==> src/rtl/fp32_mult.sv <==
// fp32_mult: two-stage pipelined IEEE-754 binary32 multiplier.
// Rounds to nearest-even, flushes subnormal inputs and outputs to zero,
// and returns a single canonical NaN.
module fp32_mult (
    input  logic        clk,
    input  logic        rst_n,
    input  logic        in_valid,
    input  logic [31:0] a,
    input  logic [31:0] b,
    output logic        out_valid,
    output logic [31:0] m
);

    localparam int unsigned EXP_W  = 8;
    localparam int unsigned FRAC_W = 23;
    localparam int unsigned SIG_W  = FRAC_W + 1;
    localparam int unsigned PROD_W = 2 * SIG_W;
    localparam int unsigned ESUM_W = EXP_W + 2;
    localparam int unsigned EFIN_W = EXP_W + 3;

    localparam logic [31:0] QNAN = 32'h7FC0_0000;

    // Stage 1 registers
    logic                     v1_q, v1_d;
    logic                     sign1_q, sign1_d;
    logic                     nan1_q, nan1_d;
    logic                     inf1_q, inf1_d;
    logic                     zero1_q, zero1_d;
    logic signed [ESUM_W-1:0] exp1_q, exp1_d;
    logic [PROD_W-1:0]        prod1_q, prod1_d;

    // Stage 2 (output) registers
    logic                     v2_q, v2_d;
    logic [31:0]              m_q, m_d;

    // Stage 1: classify operands, XOR signs, sum exponents, multiply significands
    always_comb begin
        logic [EXP_W-1:0] ea, eb;
        logic             a_zero, b_zero, a_inf, b_inf, a_nan, b_nan;
        ea     = a[30:23];
        eb     = b[30:23];
        a_zero = (ea == '0);
        b_zero = (eb == '0);
        a_inf  = (ea == '1) && (a[22:0] == '0);
        b_inf  = (eb == '1) && (b[22:0] == '0);
        a_nan  = (ea == '1) && (a[22:0] != '0);
        b_nan  = (eb == '1) && (b[22:0] != '0);

        v1_d    = in_valid;
        sign1_d = a[31] ^ b[31];
        nan1_d  = a_nan || b_nan || (a_inf && b_zero) || (b_inf && a_zero);
        inf1_d  = a_inf || b_inf;
        zero1_d = a_zero || b_zero;
        exp1_d  = $signed({2'b00, ea}) + $signed({2'b00, eb}) - ESUM_W'(127);
        prod1_d = PROD_W'({1'b1, a[22:0]}) * PROD_W'({1'b1, b[22:0]});
    end

    // Stage 2: normalize, round to nearest-even, handle range and specials, pack
    always_comb begin
        logic [SIG_W-1:0]         sig;
        logic                     guard, sticky, rnd;
        logic [SIG_W:0]           sig_r;
        logic [FRAC_W-1:0]        frac;
        logic signed [EFIN_W-1:0] e_n, e_f;
        logic [31:0]              res;

        if (prod1_q[PROD_W-1]) begin
            sig    = prod1_q[47:24];
            guard  = prod1_q[23];
            sticky = |prod1_q[22:0];
            e_n    = {exp1_q[ESUM_W-1], exp1_q} + EFIN_W'(1);
        end else begin
            sig    = prod1_q[46:23];
            guard  = prod1_q[22];
            sticky = |prod1_q[21:0];
            e_n    = {exp1_q[ESUM_W-1], exp1_q};
        end

        rnd   = guard & (sticky | sig[0]);
        sig_r = {1'b0, sig} + (SIG_W+1)'(rnd);

        // A rounding carry leaves 1.000..0, so the fraction clears
        if (sig_r[SIG_W]) begin
            frac = '0;
            e_f  = e_n + EFIN_W'(1);
        end else begin
            frac = sig_r[FRAC_W-1:0];
            e_f  = e_n;
        end

        if (nan1_q) begin
            res = QNAN;
        end else if (inf1_q) begin
            res = {sign1_q, 8'hFF, 23'd0};
        end else if (zero1_q) begin
            res = {sign1_q, 31'd0};
        end else if (e_f >= EFIN_W'(255)) begin
            res = {sign1_q, 8'hFF, 23'd0};
        end else if (e_f <= EFIN_W'(0)) begin
            res = {sign1_q, 31'd0};
        end else begin
            res = {sign1_q, e_f[EXP_W-1:0], frac};
        end

        v2_d = v1_q;
        m_d  = v1_q ? res : m_q;
    end

    // Pipeline registers; reset discards anything in flight
    always_ff @(posedge clk or negedge rst_n) begin
        if (!rst_n) begin
            v1_q    <= 1'b0;
            sign1_q <= 1'b0;
            nan1_q  <= 1'b0;
            inf1_q  <= 1'b0;
            zero1_q <= 1'b0;
            exp1_q  <= '0;
            prod1_q <= '0;
            v2_q    <= 1'b0;
            m_q     <= '0;
        end else begin
            v1_q    <= v1_d;
            sign1_q <= sign1_d;
            nan1_q  <= nan1_d;
            inf1_q  <= inf1_d;
            zero1_q <= zero1_d;
            exp1_q  <= exp1_d;
            prod1_q <= prod1_d;
            v2_q    <= v2_d;
            m_q     <= m_d;
        end
    end

    assign out_valid = v2_q;
    assign m         = m_q;

endmodule

==> config.mk <==
export PLATFORM = sky130hd
export DESIGN_NAME = fp32_mult
export DESIGN_NICKNAME = d
export VERILOG_FILES = /design/src/rtl/fp32_mult.sv
export SDC_FILE = /design/constraint.sdc
export NUM_CORES = 2
export LEC_CHECK = 0
export BUFFER_PORTS_ARGS = -buffer_cell sky130_fd_sc_hd__buf_2
export CAP_MARGIN = 10
export CORE_ASPECT_RATIO = 0.7
export CORE_UTILIZATION = 59
export CTS_CLUSTER_SIZE = 8
export DETAILED_ROUTE_END_ITERATION = 12
export GPL_TIMING_DRIVEN = 0
export HOLD_SLACK_MARGIN = 0.08
export PLACE_DENSITY = 0.81
export REMOVE_ABC_BUFFERS = 1
export SKIP_LAST_GASP = 1
export SYNTH_ARGS = -nofsm -noshare
export SYNTH_HDL_FRONTEND = slang
export SYNTH_SLANG_ARGS = --single-unit
==> constraint.sdc <==
create_clock -name clk -period 4.65 [get_ports clk]
set_input_delay 0 -clock clk [delete_from_list [all_inputs] [get_ports clk]]
set_output_delay 0 -clock clk [all_outputs]
set_load 0.005 [all_outputs]
==> impl_metrics.ini <==
[global_routing]
overflow = 0
grt_max_degree = 66
grt_use_total = 0.355
grt_pass1_vias = 20900
grt_pass1_wl_mm = 112
antenna_found_initial = 3

[layout]
drive_above_1_share = 0.155
syn_to_final_growth_pct = 17.3
register_area_um2 = 2400
layout_commonest_cell = inv_1
layout_common_cells = 601 x inv_1, 470 x fa_1, 319 x nand2_1
fillers = 2786
final_nets = 3519
multi_input_area_um2 = 19700
final_util = 0.705
stdcell_count = 3321

[sta]
slew-limit-headroom = 0.338
final_hold_viol_count = 0
slew_violations = 0
clock.fmax_mhz = 164
final.setup.worst_slack_ns = -1.44
fin_crit_ns = 6.09
rsz0062_at_grt = true
worst_slew_pin_slew_ns = 0.983
setup_violations = 37
fin_crit_sh = 1.31
clock_skew_ns = 0.00872

[critical_path]
setup.worst_path.class = input pin to flop
cpLargestDelayFamily = adder cells
r2r-start = prod1_q[47]
path_cells = buf_12, and2_4, fa_1, fa_1, inv_1, fa_1, inv_1, fa_2, fa_1, fa_1, inv_1, fa_1, inv_2, ha_4, a21o_1, a21o_1, o21ai_2, a21oi_4, a221o_1, a211o_1, a21o_1, a221oi_2, xnor2_1
r2r_setup_slack_ns = 0.20
cpMaxStageDelayCell = fa_1
rr_worst_depth = 13
cp_num_buf_inv = 5
r2r-end = m[1]
cp_slowest_stage_delay_ns = 0.56
worstPathArrival_ns = 6.33
crit_fanout = 25
critPathLaunchType = input pin
cp.required_ns = 4.90
crit_path_end_kind = flop
crit_top_cell = fa_1

[yosys]
synth_flop_cell = dfrtp_1
ys_seq_area_frac = 0.100
synth_seq_cells = 96
synth_top_area_frac = 0.403
ys_async_sr_fraction = 1.00
synth.avg_cell_area_um2 = 8.98
synth_edf_count = 0
synthCells = 2671
netlist_area_um2 = 24000
yosysWarnings = 0
synth_cell_type_count = 68
synth_top_cell_by_area = fa_1
synthTopCellsByArea = fa_1 40%, dfrtp_1 10%, ha_1 10%

[die]
io_pins = 100
dieArea_um2 = 41500
row_count = 61
core_area_um2 = 39900
dieHeight_um = 171
die_x_um = 243
start_util = 0.601

[worst_hold_path]
hp-start = b[26]
hold_class = input pin to flop
holdPathEnd = inf1_q
hold_path_depth = 4

[clock_network]
cts_tree = done
htree_levels = 3
clockRootBuffer = clkbuf_16
cts.clk_slew.worst_paths_ns = 0.07
numClockSinks = 96
insertion_delay_ns = 0.35
cts_inserted_buffers = 9
cts_buffer_depth = 2

[detailed_routing]
ant_nets = 0
drc = 0
drt_wl_total_mm = 73.4
drtPass1Iterations = 6
avgRoutedWirePerCell_um = 22.1
drtIter0Drc = 1748
num_vias = 19600
drt-vias-per-instance = 5.90

[placement]
dpl.hpwl_mm = 49.4
place_congestion = 0.934
port_buffers = 99
dpl.cell_count = 3186
detailedPlace.worstSlack_ns = -3.55

[status]
status = finished with violations
violations = setup timing

[run]
drv_cap = 0
## cell families after synthesis
kind of cell / synth area share
flip-flops: 0.100
multiplexers: 0.0106
AO/OA/AOI/OAI: 0.0627
AND/OR/NAND/NOR: 0.170
adder cells (fa/ha/maj): 0.503
XOR/XNOR: 0.0357
buffers and inverters: 0.119
## synthesized netlist by cell type, drive strengths merged, types with 30 or more instances
library cell and count:
inv 624, fa 483, nand2 327, and2 246
ha 191, clkbuf 111, dfrtp 96, nor2 95
xnor2 57, a21oi 56, xor2 40, a21o 32
o21ai 30
## worst max path at each step
stage | start | end | slack (ns) | cells past startpoint
2_1_floorplan | b[8] | prod1_q[45] | -1.62 | 24
3_3_place_gp | b[8] | prod1_q[44] | -3.48 | 23
3_5_place_dp | b[8] | prod1_q[44] | -3.55 | 23
4_1_cts | a[8] | prod1_q[40] | -1.32 | 25
5_1_grt | b[2] | prod1_q[43] | -1.55 | 27
6_report | b[1] | prod1_q[40] | -1.44 | 23
## per-stage QoR
step,hold WS (ns),instance area [um2],TNS [ns]
4_1_cts,0.0941,27500,-31.48
3_5_place_dp,-0.0361,24800,-94.13
2_1_floorplan,-0.296,23500,-33.49
6_report,0.104,28100,-34.36
5_1_grt,0.120,28100,-39.80
3_3_place_gp,0.108,24700,-121.80
## layout make-up
cell class | instances | share of cell area
multi-input cells | 1824 | 0.701
diodes | 3 | 0.000267
flip-flops and latches | 96 | 0.0854
clock buffers | 10 | 0.00849
repair buffers | 219 | 0.0929
well taps | 535 | 0.0238
clock inverters | 6 | 0.00231
inverters | 628 | 0.0860
## sequential cells by signal, summed over array words and instances, names as in the netlist
signal	count
exp1_q	10
nan1_q	1
out_valid	1
inf1_q	1
v1_q	1
m	32
zero1_q	1
prod1_q	48
sign1_q	1
## worst min-delay path, stage by stage
cell and delay, ns:
buf_2 0.12, nand4_1 0.07, nor2_1 0.06, a22o_1 0.17
## what timing repair did
item,4_1_cts,5_1_grt
endpoints found under the hold margin,102,0
setup buffers,67,31
gates resized for setup,344,81
gates cloned,11,5
pin swaps,103,76
hold buffers,13,0
endpoints found under the setup margin,47,58
## metal layers
metal / part of all wire / up-vias / global-route usage
met5: 0.00030 / - / 0
met4: 0.046 / 4 / 0.147
met3: 0.13 / 288 / 0.104
met2: 0.45 / 1192 / 0.552
met1: 0.38 / 9856 / 0.468
li1: - / 8247 / -
Power is left out: the tool's default activity adds up to more than one toggle a clock period on the data nets, which glitch-free logic cannot reach.
